--- config.mk ---
export PLATFORM = sky130hd
export DESIGN_NAME = player_bullet_ctrl_flat
export DESIGN_NICKNAME = d
export VERILOG_FILES = /design/src/rtl/player_bullet_ctrl_if.sv /design/src/rtl/player_bullet_ctrl.sv /design/src/flat_wrapper.sv
export SDC_FILE = /design/constraint.sdc
export NUM_CORES = 1
export LEC_CHECK = 0
export CAP_MARGIN = 20
export CORE_ASPECT_RATIO = 1.5
export CORE_MARGIN = 2
export CORE_UTILIZATION = 30
export CTS_BUF_LIST = sky130_fd_sc_hd__clkbuf_2 sky130_fd_sc_hd__clkbuf_4 sky130_fd_sc_hd__clkbuf_8
export DETAILED_ROUTE_END_ITERATION = 10
export SETUP_SLACK_MARGIN = 0.2
export SLEW_MARGIN = 0
export SYNTH_ARGS = -nofsm -noshare
export SYNTH_HDL_FRONTEND = slang
export SYNTH_SLANG_ARGS = --single-unit
--- constraint.sdc ---
create_clock -name frame_clk -period 3 [get_ports frame_clk]
set_clock_uncertainty 0.2 [all_clocks]
set_input_delay 0.45 -clock frame_clk [delete_from_list [all_inputs] [get_ports frame_clk]]
set_output_delay 0.45 -clock frame_clk [all_outputs]
set_load 0.01 [all_outputs]
--- src/rtl/player_bullet_ctrl_if.sv ---
// ---------------------------------------------------------------------------
// player_bullet_ctrl_if
// Bundles the fire/hit inputs and the per-slot bullet outputs of
// player_bullet_ctrl.
//   master : player/collision side; drives shoot_bullet, player_X, hit_valid
//            and hit_idx, and observes the bullet outputs
//   slave  : the bullet controller
// Signals:
//   shoot_bullet   fire request level
//   player_X       player centre X, sampled at spawn
//   hit_valid      collision stage reports a hit on slot hit_idx
//   hit_idx        slot index qualified by hit_valid
//   bullet_X/Y     packed 10-bit position per slot (slot 0 in [9:0])
//   bullet_active  1 = slot in flight
//   fire_event     one-frame pulse on a successful spawn
//   ready          cooldown expired and at least one slot free
// ---------------------------------------------------------------------------
interface player_bullet_ctrl_if #(
   parameter int NUM_BULLETS = 2
);
   localparam int IDXW = (NUM_BULLETS > 1) ? $clog2(NUM_BULLETS) : 1;

   logic                       shoot_bullet;
   logic [9:0]                 player_X;
   logic                       hit_valid;
   logic [IDXW-1:0]            hit_idx;
   logic [NUM_BULLETS*10-1:0]  bullet_X;
   logic [NUM_BULLETS*10-1:0]  bullet_Y;
   logic [NUM_BULLETS-1:0]     bullet_active;
   logic                       fire_event;
   logic                       ready;

   modport master (
      output shoot_bullet, player_X, hit_valid, hit_idx,
      input  bullet_X, bullet_Y, bullet_active, fire_event, ready
   );

   modport slave (
      input  shoot_bullet, player_X, hit_valid, hit_idx,
      output bullet_X, bullet_Y, bullet_active, fire_event, ready
   );
endinterface

--- src/rtl/player_bullet_ctrl.sv ---
// ---------------------------------------------------------------------------
// player_bullet_ctrl
// Turns the player's shoot_bullet level into a bounded set of upward-moving
// bullets. Each slot spawns at the current player_X, moves up BULLET_STEP
// pixels per frame and retires on a reported hit or when it leaves the top
// of the screen. A cooldown timer throttles the fire rate.
// Ports:
//   frame_clk   one rising edge per video frame
//   Reset       asynchronous, active-high; clears all state
//   bus         player_bullet_ctrl_if slave modport (fire/hit in, bullets out)
//
// Per-slot state:
//   state | meaning
//   IDLE  | slot free, eligible for spawn
//   FLY   | bullet in flight, moves each frame
// ---------------------------------------------------------------------------
module player_bullet_ctrl #(
   parameter int NUM_BULLETS     = 2,
   parameter int BULLET_Y_START  = 440,
   parameter int BULLET_Y_MIN    = 0,
   parameter int BULLET_STEP     = 4,
   parameter int COOLDOWN_FRAMES = 8
) (
   input logic                  frame_clk,
   input logic                  Reset,
   player_bullet_ctrl_if.slave  bus
);
   localparam int IDXW = (NUM_BULLETS > 1) ? $clog2(NUM_BULLETS) : 1;
   localparam int CDW  = (COOLDOWN_FRAMES > 0) ? $clog2(COOLDOWN_FRAMES + 1) : 1;

   localparam logic [CDW-1:0] CD_LOAD  = CDW'(COOLDOWN_FRAMES);
   localparam logic [9:0]     Y_START  = 10'(BULLET_Y_START);
   localparam logic [9:0]     Y_STEP   = 10'(BULLET_STEP);
   // Lowest Y from which a full step still lands at or below the top row;
   // comparing against this avoids ever computing a wrapping subtraction.
   localparam logic [9:0]     Y_THRESH = 10'(BULLET_Y_MIN + BULLET_STEP);

   typedef enum logic {IDLE = 1'b0, FLY = 1'b1} state_t;

   state_t                     slot_state [NUM_BULLETS];
   logic [NUM_BULLETS*10-1:0]  x_r;
   logic [NUM_BULLETS*10-1:0]  y_r;
   logic [CDW-1:0]             cooldown;
   logic                       shoot_d;
   logic                       fire_event_r;

   logic [NUM_BULLETS-1:0]     active;
   logic                       free_found;
   logic [IDXW-1:0]            free_idx;
   logic                       request;
   logic                       accept;

   always_comb begin
      active = '0;
      for (int i = 0; i < NUM_BULLETS; i++) begin
         active[i] = (slot_state[i] == FLY);
      end
   end

   // Lowest-index free slot, taken from last frame's registered flags so a
   // slot retired this frame is not reused until the next one.
   always_comb begin
      free_found = 1'b0;
      free_idx   = '0;
      for (int i = NUM_BULLETS - 1; i >= 0; i--) begin
         if (!active[i]) begin
            free_found = 1'b1;
            free_idx   = IDXW'(i);
         end
      end
   end

   assign request = bus.shoot_bullet & ~shoot_d;
   assign accept  = request && (cooldown == '0) && free_found;

   always_ff @(posedge frame_clk or posedge Reset) begin
      if (Reset) begin
         for (int i = 0; i < NUM_BULLETS; i++) begin
            slot_state[i] <= IDLE;
         end
         x_r          <= '0;
         y_r          <= '0;
         cooldown     <= '0;
         shoot_d      <= 1'b0;
         fire_event_r <= 1'b0;
      end else begin
         shoot_d      <= bus.shoot_bullet;
         fire_event_r <= accept;

         if (accept) begin
            cooldown <= CD_LOAD;
         end else if (cooldown != '0) begin
            cooldown <= cooldown - CDW'(1);
         end

         for (int i = 0; i < NUM_BULLETS; i++) begin
            if (slot_state[i] == IDLE) begin
               if (accept && (free_idx == IDXW'(i))) begin
                  slot_state[i]     <= FLY;
                  x_r[i*10 +: 10]   <= bus.player_X;
                  y_r[i*10 +: 10]   <= Y_START;
               end
            end else if (bus.hit_valid && (bus.hit_idx == IDXW'(i))) begin
               slot_state[i] <= IDLE;
            end else if (y_r[i*10 +: 10] >= Y_THRESH) begin
               y_r[i*10 +: 10] <= y_r[i*10 +: 10] - Y_STEP;
            end else begin
               // Top exit: position holds its last value.
               slot_state[i] <= IDLE;
            end
         end
      end
   end

   assign bus.bullet_X      = x_r;
   assign bus.bullet_Y      = y_r;
   assign bus.bullet_active = active;
   assign bus.fire_event    = fire_event_r;
   assign bus.ready         = (cooldown == '0) && free_found;

endmodule

--- src/flat_wrapper.sv ---
// flat-port wrapper written by rule: the top's interface ports become plain ports
module player_bullet_ctrl_flat 
#(
   parameter int NUM_BULLETS     = 2,
   parameter int BULLET_Y_START  = 440,
   parameter int BULLET_Y_MIN    = 0,
   parameter int BULLET_STEP     = 4,
   parameter int COOLDOWN_FRAMES = 8
)
  (frame_clk, Reset, bus_shoot_bullet, bus_player_X, bus_hit_valid, bus_hit_idx, bus_bullet_X, bus_bullet_Y, bus_bullet_active, bus_fire_event, bus_ready);
  player_bullet_ctrl_if #(.NUM_BULLETS(NUM_BULLETS)) bus_i ();
  input logic frame_clk;
  input logic Reset;
  input wire logic [$bits(bus_i.shoot_bullet)-1:0] bus_shoot_bullet;
  input wire logic [$bits(bus_i.player_X)-1:0] bus_player_X;
  input wire logic [$bits(bus_i.hit_valid)-1:0] bus_hit_valid;
  input wire logic [$bits(bus_i.hit_idx)-1:0] bus_hit_idx;
  output wire logic [$bits(bus_i.bullet_X)-1:0] bus_bullet_X;
  output wire logic [$bits(bus_i.bullet_Y)-1:0] bus_bullet_Y;
  output wire logic [$bits(bus_i.bullet_active)-1:0] bus_bullet_active;
  output wire logic [$bits(bus_i.fire_event)-1:0] bus_fire_event;
  output wire logic [$bits(bus_i.ready)-1:0] bus_ready;
  assign bus_i.shoot_bullet = bus_shoot_bullet;
  assign bus_i.player_X = bus_player_X;
  assign bus_i.hit_valid = bus_hit_valid;
  assign bus_i.hit_idx = bus_hit_idx;
  assign bus_bullet_X = bus_i.bullet_X;
  assign bus_bullet_Y = bus_i.bullet_Y;
  assign bus_bullet_active = bus_i.bullet_active;
  assign bus_fire_event = bus_i.fire_event;
  assign bus_ready = bus_i.ready;
  player_bullet_ctrl #(.NUM_BULLETS(NUM_BULLETS), .BULLET_Y_START(BULLET_Y_START), .BULLET_Y_MIN(BULLET_Y_MIN), .BULLET_STEP(BULLET_STEP), .COOLDOWN_FRAMES(COOLDOWN_FRAMES)) u_core (.frame_clk(frame_clk), .Reset(Reset), .bus(bus_i));
endmodule
==> summary by stage, run 1 <==
Routing
The detail route stage leaves a number of antenna-violating nets equal to 0. For this block, the initial DRC count from the detailed router was 76. The length of the first detailed-routing pass in iterations is 4. The routed design has 4354 um of wire.

The ratio of routed vias to standard cells is 4.929. After detailed routing, the number of remaining DRC violations is 0. The final route contains 1518 vias. After detailed routing, the average wire length per cell comes to 14.14 um.

Timing
Setup violations remaining at the end of the flow were counted as 0. The actual slew at the worst max-slew pin is 0.9049 ns. The accumulated negative setup slack is 0 ns.

The total count of max-transition violations in the final report was 0. The max-slew headroom at the worst pin is 0.3959. The minimum clock period is 2.572 ns.

The post-route fraction of the period consumed by the critical path is 0.8572. Setup repair after global routing left no endpoint under its margin. The final hold violation count came to 0. For this run, the top clock speed supported by timing is 388.9 MHz.

Worst setup path
STA classifies the critical path startpoint as a flip-flop. Along the worst path, the maximum fanout reaches 15. Data on the critical path is required at its endpoint by 3.03 ns. The worst path arrival time is 2.60 ns. STA classifies the critical path endpoint as a flip-flop. The type of the worst setup path is reg2reg.

Floorplanning
The floorplan has 37 rows. The core outline area is 6759 um2. The die is 105.8 um tall. The die area is 7610 um2.

In this run the horizontal extent of the chip is 71.90 um. The effective utilization at floorplan is 0.3069. For this design the top-level I/O count stands at 59.

Power
The worst voltage drop across the vdd grid is 0.3652 mV. The leakage power total is 0.001241 uW. Power spread over the standard cell area amounts to 944.7 nW/um2.

Global routing
The number of antenna violations at the first check in global routing was 0. The via count of the first global-routing pass is 1486. The largest net degree at the start of global routing is 45. The wire length of the first global-routing pass is 7169 um.

The final global-route overflow total is 0. The aggregate global-route resource usage is 0.1214.

Place
The total placed instance area is 2649 um2. Routability-driven placement finished with a final weighted congestion of 0.7677. Once placement completed, the tool counted placed cells totaling 300.

The post-detailed-placement half-perimeter wirelength is 3143 um. During placement, the flow inserted port buffers numbering 54.

Finish
The final layout contains 249 nets. Measured on the finished design, the core utilization comes to 0.4113. The repair_antennas step left the layout with diodes totalling 0.

The post-layout instance area is 2780 um2. The fraction of final layout cells sized beyond drive strength 1 is 0.1478. The count of non-filler cells in the finished layout is 308.

From synthesis to final layout, the design area changed by 34.02%.

Clock network
The tree is rooted in a clkbuf_8. In this run the deepest clock path goes through 2 buffers. The number of CTS-inserted buffers is 5.

The CTS H-tree depth is 2. The clock sink count is 44. For the worst-skew pair, the clock arrives at the later sink with an insertion delay of 0.29 ns. The clock transition at the registers of the reported paths is 0.08 ns. TritonCTS built the clock tree.

Logic synthesis
Counting flops with a built-in enable in the synthesized netlist gives 0. The cell area after synthesis is 2074 um2. In the synthesized netlist the async set-or-reset flop fraction comes to 1.000. The dominant register cell in the synthesized netlist is dfrtp_1. The post-synthesis sequential element count is 44. The cell count after synthesis came out at 175. During synthesis, Yosys emitted a total of 0 warnings. The post-synthesis cell type count is 39. The sequential-to-total area share from yosys stat is 0.5308.

The mean post-synth cell area is 11.85 um2.

Min path
The min-delay analysis places its worst path in the category reg2reg.

Run
Across the run, the number of max-cap violations was 0.

Outcome
The run finished with clean final reports.
final cells by class:
cell class              count  area (um2)
repair buffers             55       550.5
inverters                  12       45.04
well taps                  78       97.59
flip-flops and latches     44        1101
multi-input cells         111       859.6
fillers                   652        3979
clock buffers               7       96.34
clock inverters             1       30.03
worst paths after layout:
path | startpoint | end | slack [ns] | cells past startpoint
min reg2reg | u_core.bus.bullet_X[2] | u_core.bus.bullet_X[2] | 0.31 | 1
max in group asynchronous | Reset | u_core.bus.bullet_X[9] | 1.56 | 2
max reg2reg | u_core.cooldown[0] | u_core.bus.bullet_Y[4] | 0.43 | 6
min in group asynchronous | Reset | u_core.bus.bullet_X[16] | 0.47 | 2
max | u_core.cooldown[0] | u_core.bus.bullet_Y[4] | 0.43 | 6
min | u_core.bus.bullet_X[2] | u_core.bus.bullet_X[2] | 0.31 | 1
through the flow:
step                      total power [uW]  hold slack (ns)  setup slack (ns)
after global placement                2133           0.2890            0.4190
after floorplan                       1589           0.2814            0.6383
after CTS                             2660           0.3122            0.2072
after detailed placement              2156           0.2922            0.3564
final                                 2626           0.3069            0.4284
after global routing                  2811           0.3345            0.2618
worst max-delay path, cell delays in order, from the launching register on:
cell and delay (ns):
dfrtp_1 0.39, inv_1 0.08, ha_1 0.20, or3b_4 0.44, or3_1 0.65, o21ai_0 0.33
a22o_1 0.23
layer usage:
metal,vias up,global-route usage,part of all wire
met5,-,0,0
met4,0,0.03639,0.0039
met3,2,0.03250,0.050
met2,43,0.2004,0.51
met1,758,0.1537,0.43
li1,715,-,-
logic make-up after synthesis:
family,Yosys count,share of synthesized area
xor gates and xnor gates,2,0.008445
adders and majority gates,5,0.03016
and+or+nand+nor,46,0.1261
muxes,22,0.1381
DFF,44,0.5308
AOI/OAI and AO/OA,32,0.1031
buffers and inverters,23,0.06151
other,1,0.001808
sequential cells by signal (all words and copies together) (netlist names):
signal                    count
u_core.bus.bullet_X          20
u_core.bus.bullet_active      2
u_core.shoot_d                1
u_core.bus.bullet_Y          16
u_core.cooldown               4
u_core.bus.fire_event         1
report_power, final:
group | total (uW) | switching, uW | internal [uW]
clock | 488 | 194 | 294
combinational | 1080 | 415 | 668
sequential | 1060 | 222 | 834
total | 2630 | 831 | 1800
cell usage in the layout, fill, tap and decap left out, types with 3 or more instances in the layout:
| cell | n |
|---|---|
| inv_1 | 11 |
| conb_1 | 4 |
| mux2_4 | 11 |
| dfrtp_1 | 44 |
| o21ai_0 | 5 |
| nor2b_1 | 3 |
| a31oi_1 | 4 |
| clkbuf_8 | 7 |
| a21oi_1 | 9 |
| a22o_1 | 4 |
| ha_1 | 5 |
| nor2_1 | 7 |
| nor3_1 | 6 |
| nand2b_1 | 5 |
| nand3_1 | 7 |
| or3_1 | 3 |
| mux2_2 | 9 |
| clkdlybuf4s50_1 | 53 |
| nand2_1 | 5 |
synthesized netlist by cell type (4+ instances only):
cell      count  area, um2
a21oi_1       9      45.04
a22o_1        4      35.03
a31oi_1       4      25.02
buf_4         4      30.03
dfrtp_1      44       1101
ha_1          5      62.56
inv_1        12      45.04
mux2_2        9      101.4
mux2_4       11      165.2
nand2_1       5      18.77
nand2b_1      5      31.28
nand3_1       7      35.03
nor2_1        7      26.28
nor3_1        6      30.03
o21ai_0       5      25.02
timing repair:
item / 4_1_cts / 5_1_grt
hold buffers: 0 / 0
setup buffers: 0 / 0
pin swaps: 0 / 0
setup endpoints to repair: 1 / 1
gates resized for setup: 1 / 1
(Power assumes the default switching activity.)
==> inputs of run 2 (changes only) <==
--- a/config.mk
+++ b/config.mk
@@ -6,11 +6,14 @@
 export NUM_CORES = 1
 export LEC_CHECK = 0
 export CAP_MARGIN = 20
+export CELL_PAD_IN_SITES_DETAIL_PLACEMENT = 0
+export CELL_PAD_IN_SITES_GLOBAL_PLACEMENT = 1
 export CORE_ASPECT_RATIO = 1.5
 export CORE_MARGIN = 2
 export CORE_UTILIZATION = 30
 export CTS_BUF_LIST = sky130_fd_sc_hd__clkbuf_2 sky130_fd_sc_hd__clkbuf_4 sky130_fd_sc_hd__clkbuf_8
 export DETAILED_ROUTE_END_ITERATION = 10
+export PLACE_DENSITY_LB_ADDON = 0.1
 export SETUP_SLACK_MARGIN = 0.2
 export SLEW_MARGIN = 0
 export SYNTH_ARGS = -nofsm -noshare
==> summary by stage, run 2 (synthesized netlist as in run 1, its figures left out) <==
Outcome
The flow ran to the end, and the final reports show no timing, DRC or antenna violations.

Worst setup path
Tracing the worst setup path back leads to its startpoint at u_core.cooldown[0]. The critical path endpoint category is a flip-flop. The type of the worst setup path is reg2reg. The worst register-to-register path begins at u_core.cooldown[0]. Data on the critical path is required at its endpoint by 3.03 ns. The worst path arrival time is 2.64 ns. The largest fanout on the critical path is 15. The worst setup path is launched from a flip-flop.

Finish
In the final design database the tool counted 250 nets. The register with the most flip-flops in the layout has 20 of them. The library cells used most frequently in the layout, excluding fill and tap cells, are clkdlybuf4s50_1 (53), dfrtp_1 (44), inv_1 (11), mux2_4 (11). From synthesis to final layout, the design area changed by 33.47%. Leaving out fill and tap cells, the most frequent cell in the layout is clkdlybuf4s50_1. The number of antenna diodes in the final layout is 0. Of the cells placed in the final design, the portion with a size suffix greater than 1 is 0.1472. The post-route core utilization is 0.4097.

Floorplanning
For this configuration, the core starts out at a cell density of 0.3069. The I/O pin count is 59. The core outline area is 6759 um2. The die area is 7610 um2. From bottom edge to top edge, the die measures 105.8 um.

In this run the core area contains 37 standard-cell rows. The die width is 71.90 um.

Global routing
The aggregate global-route resource usage is 0.1284. The total overflow left after global routing is 0. The wire length of the first global-routing pass is 7714 um.

The largest net degree at the start of global routing is 45. The via count of the first global-routing pass was 1562. The number of antenna violations at the first check in global routing came to 0.

Power
Of the total power, the clock network draws 0.177. The combinational share of power is 0.417. The switching power as a share of total power is 0.3255. The worst voltage drop across the vdd grid is 0.3019 mV. The internal portion of the total power is 1757 uW. In this run the power spent charging and discharging nets is 848.0 uW. The proportion of power drawn by flip-flops and latches is 0.406. Power spread over the standard cell area amounts to 940.9 nW/um2. In this run the static leakage power is 0.001224 uW.

Timing
Setup violations remaining at the end of the flow were counted as 0. Setup repair after global routing left no endpoint under its margin. The final hold violation count is 0. The post-route fraction of the period consumed by the critical path is 0.8700.

The worst pin sits at a relative slew slack of 0.5465. Once routing completed, OpenROAD measured the worst setup slack at 0.3900 ns. Adding up every negative setup slack in the final design gives 0 ns. The actual slew at the worst max-slew pin is 0.6802 ns. The achievable clock frequency is 383.1 MHz. The total count of max-transition violations in the final report is 0.

Counting I/O delays and the setup requirement, the final critical path takes 2.610 ns.

Clock network
The total setup buffers inserted after CTS is 0. The tree built by TritonCTS fans out to 44 sinks. The clock transition at the registers of the reported paths is 0.09 ns.

At the later pin of the worst-skew pair, clock insertion delay measures 0.29 ns. The library cell used as clock root buffer is clkbuf_8. The CTS H-tree depth is 2. The maximum count of clock buffers along a single path is 2. TritonCTS built the clock tree. In this run, CTS created clock tree buffers numbering 5.

Routing
After detailed routing, the average wire length per cell comes to 15.20 um. For this block, the initial DRC count from the detailed router was 64. The ratio of routed vias to standard cells is 4.890. The post-detailed-routing wire length is 4696 um. Summing over every cut layer, the via total after detailed routing is 1511.

The remaining design rule violation count is 0. The pre-antenna-repair detailed-routing pass consisted of 4 iterations. The count of nets left with antenna violations once routing finished came out at 0.

Place
Detailed placement ended at an HPWL of 3348 um. At the end of routability-driven placement, the weighted congestion stood at 0.8496. In this run the tool buffered the top-level ports with 54 buffer cells. The worst-case setup slack after placement is 0.3315 ns.

Min path
In this run the most critical hold path is launched from u_core.bus.bullet_X[4]. The type of the most critical hold path is reg2reg.

Run
The total of max-cap violations is 0.
==> run 2: changes by cell type in the layout (fill, tap and decap cells not counted) <==
cell / before / now
buf_4: 1 / 2
clkbuf_4: 0 / 1
clkbuf_8: 7 / 5
clkinv_1: 0 / 1
clkinv_2: 0 / 1
dlygate4sd2_1: 0 / 1
dlymetal6s2s_1: 1 / 0
inv_2: 1 / 0
==> run 2: per-stage QoR <==
stage	cell area (um2)	cells	hold WS [ns]	power (uW)
after floorplan	2086	178	0.2814	1589
after global placement	2656	301	0.2925	2139
final	2769	309	0.3075	2605
after detailed placement	2656	301	0.2928	2166
after global routing	2769	309	0.3196	2776
after CTS	2769	309	0.3139	2641
==> run 2: final timing paths <==
| path | endpoint | slack, ns | cells after the start |
|---|---|---|---|
| max | u_core.bus.bullet_Y[4] | 0.39 | 6 |
| min | u_core.bus.bullet_X[4] | 0.31 | 1 |
| max reg2reg | u_core.bus.bullet_Y[4] | 0.39 | 6 |
| min reg2reg | u_core.bus.bullet_X[4] | 0.31 | 1 |
| max in group asynchronous | u_core.bus.bullet_Y[7] | 1.82 | 3 |
| min in group asynchronous | u_core.bus.bullet_X[13] | 0.41 | 3 |
==> run 2: metal layers <==
layer / GRT usage / vias to the layer above / wire (um)
li1: - / 720 / -
met1: 0.1559 / 747 / 2043
met2: 0.2216 / 40 / 2395
met3: 0.02964 / 4 / 218
met4: 0.04043 / 0 / 38
met5: 0 / - / 0
==> run 2: worst max-delay path, cell delays in order, from the launching register on <==
cell	delay (ns)
dfrtp_1	0.40
inv_1	0.08
ha_1	0.20
or3b_4	0.44
or3_1	0.66
o21ai_0	0.35
a22o_1	0.23
==> run 2: cell type report <==
class,count,area [um2]
clock buffers,6,76.32
clock inverters,2,35.03
inverters,12,45.04
well taps,78,97.59
flip-flops and latches,44,1101
multi-input cells,111,859.6
repair buffers,56,554.3
fillers,661,3990
==> run 2: power groups by stage <==
stage          combinational, uW  sequential [uW]  clock (uW)
4_1_cts                     1110             1060         477
6_report                    1090             1060         461
2_1_floorplan                479             1110           0
3_3_place_gp                1080             1060           0
3_5_place_dp                1100             1070           0
5_1_grt                     1180             1100         503
==> run 2: timing repair <==
action                                  CTS  global route
resized for setup                         2             0
hold buffers                              0             0
endpoints found under the setup margin    1             0
